===== config.mk =====
export PLATFORM = sky130hd
export DESIGN_NAME = audio_i2s_tx
export DESIGN_NICKNAME = d
export VERILOG_FILES = /design/src/rtl/audio_i2s_tx.sv
export SDC_FILE = /design/constraint.sdc
export NUM_CORES = 1
export LEC_CHECK = 0
export BUFFER_PORTS_ARGS = -buffer_cell sky130_fd_sc_hd__buf_2
export CAP_MARGIN = 20
export CORE_ASPECT_RATIO = 1.2
export CORE_MARGIN = 3
export CORE_UTILIZATION = 45
export DETAILED_ROUTE_END_ITERATION = 7
export GPL_TIMING_DRIVEN = 0
export PLACE_DENSITY = 0.63
export SYNTH_ARGS = -nofsm -noshare
export SYNTH_HDL_FRONTEND = slang
export SYNTH_SLANG_ARGS = --single-unit

===== constraint.sdc =====
create_clock -name audio_mclk -period 6 [get_ports audio_mclk]
set_input_delay 1.2 -clock audio_mclk [delete_from_list [all_inputs] [get_ports audio_mclk]]
set_output_delay 1.2 -clock audio_mclk [all_outputs]
set_load 0.005 [all_outputs]

===== src/rtl/audio_i2s_tx.sv =====
// audio_i2s_tx: I2S/left-justified stereo serializer; in: audio_mclk, reset_n, s_valid, s_l, s_r, mute; out: s_ready, audio_sclk, audio_lrck, audio_dac, frame_start, underrun
module audio_i2s_tx #(
  parameter int DW = 16,
  parameter int I2S_MODE = 1,
  parameter int MCLK_DIV = 4,
  parameter int SLOT_BITS = 32
) (
  input  logic          audio_mclk,
  input  logic          reset_n,
  input  logic          s_valid,
  output logic          s_ready,
  input  logic [DW-1:0] s_l,
  input  logic [DW-1:0] s_r,
  input  logic          mute,
  output logic          audio_sclk,
  output logic          audio_lrck,
  output logic          audio_dac,
  output logic          frame_start,
  output logic          underrun
);
  localparam int FB = 2 * SLOT_BITS;
  localparam int BW = $clog2(FB);
  localparam int VW = $clog2(MCLK_DIV);
  logic [VW-1:0] div_cnt, div_nxt;
  logic [BW-1:0] bit_cnt, bit_nxt, k, j;
  logic tick, load, bypass, xfer, hold_full, lrck_nxt, dac_nxt;
  logic [DW-1:0] hold_l, hold_r, last_l, last_r, cur_l, cur_r, new_l, new_r, word, sh;
  assign s_ready = !hold_full;
  assign tick = div_cnt == VW'(MCLK_DIV - 1);
  assign div_nxt = tick ? '0 : div_cnt + 1'b1;
  assign bit_nxt = bit_cnt == BW'(FB - 1) ? '0 : bit_cnt + 1'b1;
  assign load = tick && bit_cnt == BW'(FB - 1);
  assign bypass = load && !mute && !hold_full && s_valid;
  assign xfer = s_valid && !hold_full && !bypass;
  assign new_l = mute ? '0 : hold_full ? hold_l : s_valid ? s_l : last_l;
  assign new_r = mute ? '0 : hold_full ? hold_r : s_valid ? s_r : last_r;
  assign lrck_nxt = bit_nxt >= BW'(SLOT_BITS);
  // a load always lands on bit 0 (left slot), so the right word never needs the bypass path
  assign word = lrck_nxt ? cur_r : load ? new_l : cur_l;
  assign k = lrck_nxt ? bit_nxt - BW'(SLOT_BITS) : bit_nxt;
  // j wraps high when k < I2S_MODE, which puts it outside the data window
  assign j = k - BW'(I2S_MODE);
  assign sh = word >> (BW'(DW - 1) - j);
  assign dac_nxt = j < BW'(DW) && sh[0];
  always_ff @(posedge audio_mclk or negedge reset_n)
    if (!reset_n) begin
      div_cnt <= '0;
      bit_cnt <= '0;
      hold_full <= 1'b0;
      hold_l <= '0;
      hold_r <= '0;
      last_l <= '0;
      last_r <= '0;
      cur_l <= '0;
      cur_r <= '0;
      audio_sclk <= 1'b0;
      audio_lrck <= 1'b0;
      audio_dac <= 1'b0;
      frame_start <= 1'b0;
      underrun <= 1'b0;
    end else begin
      div_cnt <= div_nxt;
      audio_sclk <= div_nxt >= VW'(MCLK_DIV / 2);
      frame_start <= load;
      underrun <= load && !mute && !hold_full && !s_valid;
      hold_full <= xfer ? 1'b1 : load ? 1'b0 : hold_full;
      if (xfer) begin
        hold_l <= s_l;
        hold_r <= s_r;
      end
      if (tick) begin
        bit_cnt <= bit_nxt;
        audio_lrck <= lrck_nxt;
        audio_dac <= dac_nxt;
      end
      if (load) begin
        cur_l <= new_l;
        cur_r <= new_r;
      end
      if (load && !mute) begin
        last_l <= new_l;
        last_r <= new_r;
      end
    end
endmodule


==> metrics.md <==
| Metric | Value |
|---|---|
| Status | finished, final reports clean |
| Layout cells sized above 1 | 0.1996 |
| Area growth, synth to finish | 13.06% |
| Hold Path End | div_cnt[0] |
| Worst-skew pair later-pin latency | around 0.34 ns |
| Hold Slack | ~0.45 ns |
| DP HPWL | approximately 9000 microns |
| Hold wc startpoint | div_cnt[0] |
| Total negative setup slack | 0 ns |
| Clock sinks | 109 |
| Reg2reg path depth | 9 |
| Max clock buf depth | 2 |
| # IOs | 42 |
| Final Setup Violations | 0 |
| Grt met1 use | 0.2590 |
| Via Count | between 3k and 4k |
| Gate power share | 0.052 |
| Most frequent cells in the layout | dfrtp_1, nor2_1, a21o_1 |
| Clock Skews | 0.005400 ns |
| H-tree levels | 3 |
| RSZ-0062 raised after global routing | no |
| Worst slew pin tran | about 0.71 ns |
| CP cell instances | buf_2 > or3_1 > clkbuf_1 > clkbuf_1 > nand3_1 > buf_2 > mux2_2 |
| Number of diodes | 0 |
| Core footprint | 11250 sq um |
| Drt first pass iters | 6 |
| Worst Setup Slack, final | 2.997 ns |
| Remaining Overflow, GRT | 0 |
| CTS root buf | clkbuf_16 |
| Leak | 0.003114 uW |
| Post-DR vias/cell | 5.544 |
| Post-layout util | 0.5317 |
| Cell Pwr Density | 231.6 nW/um^2 |
| Setup crit start kind | input port |
| Initial antenna violation count | 0 |
| Worst Path Arrival | between 3 and 4 ns |
| Clk pin slew, worst setup/hold paths | 0.07 ns |
| Syn Nets | about 540 |
| Detail Route Antenna Nets | 0 |
| Fin crit period | 3.003 ns |
| Worst reg-to-reg setup slack | between 3 and 4 ns |
| PortBufs | 40 |
| Vias in the first global route | approximately 4k |
| Slowest cell on the critical path | or3_1 |
| Routability cong. | about 0.89 |
| Die X | approximately 100 microns |
| Maximum clock frequency | about 330 MHz |
| Post-synthesis average cell area | about 11 sq um |
| Post-CTS Setup Bufs | 0 |
| P_sw | approximately 320 uW |
| Drt drc | 0 |
| Worst EP required | approximately 6.2 ns |
| Worst setup EP type | flip-flop |
| Asr flop ratio synth | 1.000 |
| Hold path depth | 1 |
| Rows | 42 |
| Height of the die | between 100 and 150 microns |
| Final wirelength | 12450 microns |
| Hold-fix buffers, CTS | 0 |
| Layout net count | just under 600 |
| Initial DRC Count | 214 |
| Post-placement cell count | around 690 |
| Max-Cap Viols | 0 |
| TritonCTS clock tree | done |
| Switching share of total power | 0.2300 |
| Die area | 13100 sq um |
| Most common cell after layout, fill and taps aside | dfrtp_1 |
| First-pass GRT wire length | 20600 microns |
| Ys Warns | 0 |
| Largest net degree at the start of global routing | between 60 and 70 |
| Non-filler instance count after layout | between 700 and 800 |
| Setup WS pre-CTS | ~2.6 ns |
| Sequential Power Share | 0.550 |
| Crit Path Category | in2reg |
| Reg-to-reg endpoint | hold_l[3] |
| Synth cell types | about 50 |
| Mapped cell area | about 5300 sq um |
| R2R Path Start | bit_cnt[0] |
| Final hold vios | 0 |
| Syn Inst Count | between 400 and 500 |
| Final period utilization | 0.5004 |
| Initial Util | 0.4703 |
| Layer with the highest usage | met2 |
| Crit Path Max Fanout | 10 |
| Routed wire length per instance | roughly 18 microns |
| Largest stage delay on the critical path | roughly 0.37 ns |
| Total track usage | 0.1982 |
| CTS buffer count | 9 |
| Max_slew headroom | 0.5215 |
| Resized cells post-CTS | 0 |
| Register bit total from synthesis | 109 |
| Sequential area share after synthesis | 0.5157 |
| Met2 Use GR | 0.3393 |
| Fin. max-slew vios | 0 |
| Met3 Track Usage GR | 0.03370 |
| Post-synth EDFFs | 0 |
| Most used flip-flop cell after synthesis | dfrtp_1 |
| Clock network power share | 0.398 |
| Worst hold path class | reg2reg |
| Maximum VDD drop | around 130 uV |
| Pint | approximately 1100 uW |
## worst max path at each step
stage	startpoint	to	slack, ns	depth (start not counted)
2_1_floorplan	s_valid	audio_dac	3.16	8
3_3_place_gp	reset_n	hold_r[6]	2.49	1
3_5_place_dp	mute	hold_l[9]	2.64	7
4_1_cts	bit_cnt[0]	hold_l[9]	3.01	9
5_1_grt	bit_cnt[0]	hold_l[2]	2.78	9
6_report	mute	hold_l[3]	3.00	7
## cells in the mapped netlist (5+ instances only)
cell | instances | area, sq um
dfrtp_1 | 109 | 2728
nor2_1 | 58 | 217.7
a21o_1 | 49 | 367.9
nand2_1 | 43 | 161.4
mux2_2 | 40 | 450.4
mux2i_1 | 31 | 310.3
a21oi_1 | 29 | 145.1
o21ai_0 | 23 | 115.1
clkbuf_1 | 17 | 63.81
buf_2 | 9 | 45.04
inv_1 | 8 | 30.03
buf_1 | 7 | 26.28
and2_1 | 6 | 37.54
o211a_1 | 6 | 60.06
a22oi_1 | 5 | 37.54
## power groups by stage
stage / combinational, uW / sequential (uW) / clock (uW)
after floorplan: 35.3 / 772 / 0
after global placement: 68.8 / 775 / 0
after detailed placement: 73.5 / 775 / 0
after CTS: 73.9 / 761 / 561
after global routing: 81.1 / 763 / 593
final: 71.9 / 761 / 552
## layer usage
layer  vias to the layer above  part of all wire
met3                        15             0.037
met1                      1974              0.43
met5                         -                 0
met2                        80              0.51
li1                       1867                 -
met4                         0             0.014
## flip-flops by register name, summed over array words and instances (netlist names), 6 cells and up
name,count
hold_l,16
bit_cnt,6
hold_r,16
last_l,16
cur_r,16
cur_l,16
last_r,16
## logic make-up (layout without fill, tap and decap cells)
logic type / after synthesis / after routing / share of synthesized area
DFF: 109 / 109 / 0.5157
buffers and inverters: 44 / 101 / 0.03549
adders and majority gates: 4 / 4 / 0.009463
xor gates and xnor gates: 4 / 4 / 0.006625
AOI/OAI and AO/OA: 140 / 140 / 0.1807
muxes: 72 / 72 / 0.1481
and+or+nand+nor: 126 / 126 / 0.1039
## worst max-delay path: cells and delay by family
kind | cells | cell delay, ns
buf+inv | 4 | 0.99
simple gates | 2 | 0.66
mux | 1 | 0.37
## metrics by stage
step / total power [uW] / instance area, sq um
after floorplan: 807.2 / 5289
after global placement: 843.3 / 5682
after detailed placement: 849.0 / 5712
after CTS: 1396 / 5979
after global routing: 1437 / 5979
final: 1385 / 5979
## layout make-up
| cell class | instances | area (sq um) |
|---|---|---|
| Clock inverter | 6 | 38.79 |
| Timing Repair Buffer | 41 | 230.2 |
| Clock buffer | 10 | 229.0 |
| Sequential cell | 109 | 2728 |
| Inverter | 9 | 33.78 |
| Multi-Input combinational cell | 346 | 2374 |
| Buffer | 35 | 153.9 |
| Fill cell | 1051 | 5266 |
| Tap cell | 154 | 192.7 |
No activity file was read; power rests on OpenSTA's default activity.
